`config.mk`:
```
export PLATFORM = sky130hd
export DESIGN_NAME = bus_cross_domain_tx
export DESIGN_NICKNAME = d
export VERILOG_FILES = /design/src/rtl/bus_cross_domain_tx.sv
export SDC_FILE = /design/constraint.sdc
export NUM_CORES = 1
export LEC_CHECK = 0
export ABC_CLOCK_PERIOD_IN_PS = 1600
export CORE_ASPECT_RATIO = 0.9
export CORE_MARGIN = 8
export CORE_UTILIZATION = 38
export DETAILED_ROUTE_END_ITERATION = 10
export MAX_ROUTING_LAYER = met4
export PLACE_DENSITY = 0.75
export SYNTH_ARGS = -nofsm -noshare
export SYNTH_HDL_FRONTEND = slang
export SYNTH_SLANG_ARGS = --single-unit
```
`constraint.sdc`:
```
create_clock -name clkA -period 1.6 [get_ports clkA]
set_input_delay 0.48 -clock clkA [delete_from_list [all_inputs] [get_ports clkA]]
set_output_delay 0.48 -clock clkA [all_outputs]
set_load 0.02 [all_outputs]
```
`src/rtl/bus_cross_domain_tx.sv`:
```
// bus_cross_domain_tx
// Source side of a two-phase toggle handshake carrying an N-bit word out of
// the clkA domain. The word is registered onto DataOut_clkA, the request
// toggle is flipped, and the block waits until the synchronized acknowledge
// toggle returns to the same level as the request.
//
// Optional feature: define BUS_CROSS_TX_TIMEOUT_EN to add a WAIT_ACK timeout
// that moves the block into a terminal ERROR state and raises Error_clkA.
//
// Handshake (clkA side): a word transfers on a posedge where both
// Valid_clkA and Ready_clkA are 1. Ready_clkA depends only on internal state,
// never on Valid_clkA. Valid_clkA is ignored while Ready_clkA is 0.
module bus_cross_domain_tx #(
  parameter int N           = 8,
  parameter int SYNC_STAGES = 2,
  parameter int TIMEOUT     = 1024
) (
  input  logic         clkA,
  input  logic         resetA_n,
  input  logic [N-1:0] DataIn_clkA,
  input  logic         Valid_clkA,
  output logic         Ready_clkA,
  output logic         Done_clkA,
  output logic [N-1:0] DataOut_clkA,
  output logic         ReqToggle_clkA,
  input  logic         AckToggle_clkB,
  output logic         Error_clkA,
  output logic [1:0]   StateDbg_clkA
);

  localparam logic [1:0] IDLE     = 2'd0;
  localparam logic [1:0] WAIT_ACK = 2'd1;
`ifdef BUS_CROSS_TX_TIMEOUT_EN
  localparam logic [1:0] ERROR    = 2'd2;
  localparam int         CNT_W    = $clog2(TIMEOUT + 1);
`endif

  logic [1:0]             state;
  logic [SYNC_STAGES-1:0] ackSync;
  logic                   ackS;
  logic                   readyReg;
  logic                   doneReg;
  logic [N-1:0]           dataReg;
  logic                   reqReg;

  // Acknowledge synchronizer: shift the asynchronous ack toggle into clkA.
  always_ff @(posedge clkA or negedge resetA_n) begin
    if (!resetA_n) begin
      ackSync <= '0;
    end else begin
      ackSync <= {ackSync[SYNC_STAGES-2:0], AckToggle_clkB};
    end
  end

  assign ackS = ackSync[SYNC_STAGES-1];

`ifdef BUS_CROSS_TX_TIMEOUT_EN
  logic [CNT_W-1:0] waitCnt;
  logic             errorReg;
`endif

  // Transfer FSM: accept in IDLE, hold word and request level in WAIT_ACK,
  // complete when the synchronized ack level equals the request level.
  always_ff @(posedge clkA or negedge resetA_n) begin
    if (!resetA_n) begin
      state    <= IDLE;
      readyReg <= 1'b1;
      doneReg  <= 1'b0;
      dataReg  <= '0;
      reqReg   <= 1'b0;
`ifdef BUS_CROSS_TX_TIMEOUT_EN
      waitCnt  <= '0;
      errorReg <= 1'b0;
`endif
    end else begin
      doneReg <= 1'b0;
      case (state)
        IDLE: begin
          if (Valid_clkA) begin
            dataReg  <= DataIn_clkA;
            reqReg   <= ~reqReg;
            state    <= WAIT_ACK;
            readyReg <= 1'b0;
`ifdef BUS_CROSS_TX_TIMEOUT_EN
            waitCnt  <= '0;
`endif
          end
        end
        WAIT_ACK: begin
          // A match on the timeout edge still completes the transfer.
          if (ackS == reqReg) begin
            state    <= IDLE;
            readyReg <= 1'b1;
            doneReg  <= 1'b1;
          end
`ifdef BUS_CROSS_TX_TIMEOUT_EN
          else if (waitCnt == CNT_W'(TIMEOUT - 1)) begin
            state    <= ERROR;
            errorReg <= 1'b1;
          end else begin
            waitCnt  <= waitCnt + 1'b1;
          end
`endif
        end
`ifdef BUS_CROSS_TX_TIMEOUT_EN
        ERROR: begin
          // Terminal until reset; all inputs ignored.
          state <= ERROR;
        end
`endif
        default: begin
          state    <= IDLE;
          readyReg <= 1'b1;
        end
      endcase
    end
  end

  assign Ready_clkA     = readyReg;
  assign Done_clkA      = doneReg;
  assign DataOut_clkA   = dataReg;
  assign ReqToggle_clkA = reqReg;
  assign StateDbg_clkA  = state;

`ifdef BUS_CROSS_TX_TIMEOUT_EN
  assign Error_clkA = errorReg;
`else
  assign Error_clkA = 1'b0;
`endif

endmodule

```
==> summary.txt, run 1 <==
Status
  • Status: complete, no violations

GRT
  • Initial antenna violation count: 0
  • Vias in the first global route: 373
  • Pin count of the biggest net entering global routing: 11
  • Global route overflow: 0
  • GRT Overall Usage: 8.98%
  • First-pass GRT wire length: 1900 µm

Floorplan
  • DIE WIDTH: 56.6 µm
  • Die ar.: 2970 µm²
  • Core Region: 1420 µm²
  • Starting Density: 39.8%
  • Die Ht: 52.5 µm
  • Core Rows: 13
  • # IOs: 26

Pwr
  • P_leak: 0.407 nW
  • Max IR drop VDD: 0.00104 V
  • Sw power: 598 µW
  • Pwr per Cell Area: 1980 nW/µm²
  • Int Pwr: 1.08 mW
  • Clock network power share: 15.3%
  • Sw Share: 35.6%
  • Logic pwr share: 49.0%
  • Reg power frac: 35.7%

Drt
  • Routed vias/inst: 4.36
  • Starting DRT DRC Count: 6
  • TritonRoute pass-1 iters: 5
  • Via count: 349
  • Drt drc: 0
  • Total Wirelength: 1190 µm
  • Wire length per cell: 14.9 µm
  • Antenna Nets Post-Route: 0

Clock network
  • CTS tree: done
  • H-Tree Depth: 1
  • Clock latency on the worst-skew pair: 0.28 ns
  • Maximum buffer depth of the clock tree: 2
  • Clk slew on worst S/H paths: 0.09 ns
  • Total CTS buffers: 3
  • Hold buffers post-CTS: 0
  • Clk sinks: 14
  • CTS Root Buffer Type: clkbuf_4

Setup path
  • WP data required: 1.12 ns
  • Top delay family on crit path: flip-flops
  • Reg2Reg Depth: 4
  • Max incr delay on CP: 0.55 ns
  • Crit path depth: 1
  • Slowest CP cell: dfstp_2
  • Worst Path Buf+Inv: 1
  • Worst Setup End Kind: primary output
  • Worst path arrival time: 1.08 ns
  • Crit-path cells: clkdlybuf4s15_2
  • CP startpoint kind: flop
  • CP Max Fanout: 3
  • CP Class: flop to primary output

Placement
  • DP HPWL: 903 µm
  • Placed cell areas: 827 µm²
  • PortBufs: 23
  • Routability Congestion: 0.711
  • Placed Cells: 76

Cells and area
  • Ratio of cells with drive above 1 in the final layout: 30.8%
  • Ant diodes: 0
  • Finished Layout Cells: 80
  • Final instance area: 851 µm²
  • # fillers: 129
  • Most frequent cells in the layout: dfrtp_1 (13), clkdlybuf4s50_1 (11), dlygate4sd2_1 (11)
  • Nets: 78
  • Commonest non-fill, non-tap cell in the layout: dfrtp_1
  • Synthesis-to-layout area growth: 51.1%

Timing
  • Tmin final: 1.56 ns
  • Worst clock skew: 0.00168 ns
  • Final setup viols: 0
  • Fin. max-slew vios: 0
  • Max frequency: 639 MHz
  • Endpoints failing hold: 0
  • RSZ-0062 raised after global routing: false
  • Crit share post-route: 97.8%
  • Hold_ws: 0.361 ns

Yosys
  • Synth top area cells: dfrtp_1 (58%), mux2_4 (21%), dfstp_2 (4.7%)
  • Yosys cell types: 13
  • Cells after Synth: 35
  • Leading area contributor after synthesis: dfrtp_1
  • #FFs+latches synth: 14
  • Top cell type's share of synthesized area: 57.8%
  • Yosys warns: 0
  • Mapped cell area: 563 µm²
  • Register area share after synthesis: 62.4%
  • Syn avg cell area: 16.1 µm²

Hold path
  • Worst Hold Depth: 0
  • Hold crit path type: flop to flop

Job
  • Max-cap violations: 0
-- sequential cells by signal, summed over array words and instances, names as in the netlist --
register,cells
DataOut_clkA,8
Done_clkA,1
Ready_clkA,1
ReqToggle_clkA,1
StateDbg_clkA,1
ackSync,2
-- cell usage after synthesis --
master / count
dfrtp_1: 13
buf_4: 2
buf_6: 1
nor2b_1: 2
xor2_1: 1
a21oi_1: 1
a211o_2: 1
nor2_1: 1
and2_1: 2
dfstp_2: 1
xnor2_1: 1
mux2_4: 8
conb_1: 1
-- worst register-to-register path, cell delays in order, from the launching register on --
cell     delay (ns)
dfrtp_1        0.40
buf_4          0.16
nor2b_1        0.14
buf_4          0.18
mux2_4         0.30
-- metal layers --
metal	track usage [%]	part of all wire, %
met5	-	0
met4	4.80	0.42
met3	5.34	8.6
met2	10.4	40
met1	11.5	51
-- power by group through the flow --
stage                     registers, mW  logic (mW)  clock network (mW)
after floorplan                   0.803       0.301                   0
after global placement            0.605       0.928                   0
after detailed placement          0.602       0.939                   0
after CTS                         0.603       0.838               0.257
after global routing              0.624       0.890               0.272
final                             0.601       0.825               0.257
-- area by class of cell --
cell class / count / area [µm²] / area share [%]
sequential: 14 / 352 / 41.3
clock buffer: 4 / 36.3 / 4.26
timing repair buffer: 28 / 255 / 30.0
multi-input combinational: 19 / 189 / 22.2
tap: 15 / 18.8 / 2.21
-- timing repair --
item,CTS,global route
endpoints found under the hold margin,0,0
gates resized for setup,14,0
setup buffers,0,0
setup endpoints to repair,12,0
-- stage by stage --
step / total power [mW] / setup WS (ns) / util (%) / TNS [ns]
4_1_cts: 1.70 / 0.0279 / 60.1 / 0
6_report: 1.68 / 0.0356 / 60.1 / 0
5_1_grt: 1.79 / 0.000732 / 60.1 / 0
3_3_place_gp: 1.53 / -0.160 / 58.4 / -1.25
3_5_place_dp: 1.54 / -0.152 / 58.4 / -1.20
2_1_floorplan: 1.10 / 0.373 / - / 0
-- path summary, 6_finish.rpt --
| path | slack (ns) | endpoint | from |
|---|---|---|---|
| min in group asynchronous | 0.41 | ackSync[1] | resetA_n |
| max reg2reg | 0.31 | DataOut_clkA[0] | StateDbg_clkA[0] |
| max in group asynchronous | 0.80 | DataOut_clkA[3] | resetA_n |
| min reg2reg | 0.36 | ackSync[1] | ackSync[0] |
| max | 0.04 | Ready_clkA | Ready_clkA |
| min | 0.36 | ackSync[1] | ackSync[0] |
-- kinds of logic (layout without fill, tap and decap cells) --
| family | after synthesis | after routing | synth area share, % |
|---|---|---|---|
| XOR/XNOR | 2 | 2 | 3.11 |
| other | 1 | 2 | 0.666 |
| AND/OR/NAND/NOR | 5 | 5 | 5.11 |
| buffers and inverters | 3 | 32 | 4.67 |
| flip-flops | 14 | 14 | 62.4 |
| AO/OA/AOI/OAI | 2 | 2 | 2.67 |
| multiplexers | 8 | 8 | 21.3 |
Note: power is estimated with default switching activity, not from simulation.
==> run 2: changes to the inputs <==
Settings changed: CTS_CLUSTER_SIZE set to 14.
==> results of run 2 <==
Final layout, timing and power as in run 1 (identical DEF).
==> run 3: changes to the inputs <==
Settings changed: HOLD_SLACK_MARGIN set to 0.06, PLACE_DENSITY 0.75 to not set, PLACE_DENSITY_LB_ADDON set to 0.25, SKIP_LAST_GASP set to 1.
==> summary.txt, run 3 (same netlist as run 1, synthesis figures left out) <==
Timing
  • Worst Setup Slack, final: 0.137 ns (+0.101 ns)
  • Max frequency: 683 MHz (+6.9%)
  • Crit share post-route: 91.5% (-6.3 points)
  • Final setup viols: 0 (unchanged)
  • Worst clock skew: 0.00347 ns (+0.00179 ns)
  • RSZ-0062 raised after global routing: false
  • Endpoints failing hold: 0 (unchanged)
  • Fin. max-slew vios: 0 (unchanged)
  • Setup_tns: 0 ns (unchanged)
  • Tmin final: 1.46 ns (-0.101 ns)

Cells and area
  • # fillers: 128 (-0.78%)
  • Commonest non-fill, non-tap cell in the layout: dfrtp_1
  • Final instance area: 842 µm² (-1.0%)
  • Nets: 79 (+1.3%)
  • Ratio of cells with drive above 1 in the final layout: 30.3% (-0.47 points)
  • Most frequent cells in the layout: dfrtp_1 (13), clkdlybuf4s50_1 (11), dlygate4sd2_1 (11)
  • Synthesis-to-layout area growth: 49.6%
  • Ant diodes: 0 (unchanged)
  • Largest register FFs: 8 (unchanged)

Setup path
  • R2r setup slk: 0.34 ns (+0.03 ns)
  • Critical Path Source: DataOut_clkA[0]
  • Worst Setup End Kind: primary output
  • Worst path arrival time: 0.98 ns (-0.10 ns)
  • Max incr delay on CP: 0.39 ns (-0.16 ns)
  • CP Max Fanout: 2 (-1)
  • Reg-to-Reg Start: StateDbg_clkA[0]
  • Top delay family on crit path: flip-flops
  • Slowest CP cell: dfrtp_1
  • Crit-path cells: dlygate4sd2_1
  • WP data required: 1.12 ns (about the same)
  • CP startpoint kind: flop
  • CP Class: flop to primary output
  • FF-to-FF End: DataOut_clkA[4]
  • Reg2Reg Depth: 4 (unchanged)
  • Worst Path Buf+Inv: 1 (unchanged)

Clock network
  • Hold buffers post-CTS: 0 (unchanged)
  • CTS Root Buffer Type: clkbuf_4
  • Clock latency on the worst-skew pair: 0.27 ns (about the same)
  • Clk slew on worst S/H paths: 0.08 ns (about the same)
  • Total CTS buffers: 3 (unchanged)
  • Clk sinks: 14 (unchanged)
  • Setup bufs post-CTS: 0 (unchanged)
  • Maximum buffer depth of the clock tree: 2 (unchanged)
  • H-Tree Depth: 1 (unchanged)
  • CTS tree: done

Hold path
  • Min-Delay Endpoint: ackSync[1]
  • Hold crit path type: flop to flop
  • Worst Hold Depth: 0 (unchanged)
  • Hold_sp: ackSync[0]

Drt
  • Total Wirelength: 1060 µm (-11%)
  • Wire length per cell: 13.1 µm (-12%)
  • TritonRoute pass-1 iters: 3 (-2)
  • Starting DRT DRC Count: 1 (-5)
  • Via count: 358 (+2.6%)
  • Routed vias/inst: 4.42 (+1.3%)
  • Drt drc: 0 (unchanged)
  • Antenna Nets Post-Route: 0 (unchanged)

Placement
  • Worst slack at placement: -0.125 ns (+0.0268 ns)
  • Placed cell areas: 835 µm² (+0.91%)
  • PortBufs: 23 (unchanged)
  • Routability Congestion: 0.697 (-2.0%)

Status
  • Status: complete, no violations

GRT
  • First-pass GRT wire length: 1910 µm (+0.37%)
  • Global route overflow: 0 (unchanged)
  • Pin count of the biggest net entering global routing: 9 (-2)
  • GRT Overall Usage: 8.77% (-0.21 points)
  • Initial antenna violation count: 0 (unchanged)
  • Vias in the first global route: 393 (+5.4%)

Pwr
  • Max IR drop VDD: 0.000897 V (-13%)
  • P_leak: 0.404 nW (-0.62%)
  • Total power: 1.59 mW (-5.2%)
  • Pwr per Cell Area: 1890 nW/µm² (-4.2%)

Floorplan
  • Die Ht: 52.5 µm (unchanged)
  • Starting Density: 39.8% (unchanged)
  • DIE WIDTH: 56.6 µm (unchanged)
  • # IOs: 26 (unchanged)
  • Core Region: 1420 µm² (unchanged)
  • Die ar.: 2970 µm² (unchanged)
  • Core Rows: 13 (unchanged)

Job
  • Max-cap violations: 0 (unchanged)
-- run 3: changes by cell type in the layout (fill, tap and decap cells not counted), sizes merged --
cell | before | now
buf | 5 | 6
clkbuf | 4 | 5
clkdlybuf4s15 | 1 | 0
-- run 3: area by class of cell --
cell class / count / area (µm²) / area share [%]
multi-input cells: 19 / 189 / 22.4
well taps: 15 / 18.8 / 2.23
clock buffers: 4 / 26.3 / 3.12
repair buffers: 29 / 256 / 30.5
flip-flops and latches: 14 / 352 / 41.8
-- run 3: layer usage --
layer,vias up,GRT usage (%),wire length (µm)
met3,0,5.10,90
met4,0,6.00,0
met2,15,10.4,483
met1,167,10.6,488
li1,176,-,-
met5,-,-,0
-- run 3: power by group --
part / leakage, nW / internal [mW] / total, mW / switching, mW
registers: 0.164 / 0.516 / 0.587 / 0.0719
logic: 0.225 / 0.424 / 0.807 / 0.383
clock network: 0.0150 / 0.0965 / 0.201 / 0.104
-- run 3: stage by stage --
step           hold slack [ns]  utilization, %  cells
3_3_place_gp             0.331            59.0     77
4_1_cts                  0.359            59.8     81
3_5_place_dp             0.340            59.0     77
5_1_grt                  0.363            59.5     81
2_1_floorplan            0.184               -     36
6_report                 0.358            59.5     81
-- run 3: worst max path at each step --
stage / endpoint / cells past startpoint
floorplan: DataOut_clkA[0] / 3
global placement: DataOut_clkA[4] / 4
detailed placement: DataOut_clkA[2] / 4
CTS: Ready_clkA / 1
global route: DataOut_clkA[3] / 1
finish: DataOut_clkA[0] / 1
-- run 3: what timing repair did --
item                       in CTS  in global routing
gates resized for setup        12                  2
cloned                          0                  0
setup endpoints to repair      12                  1
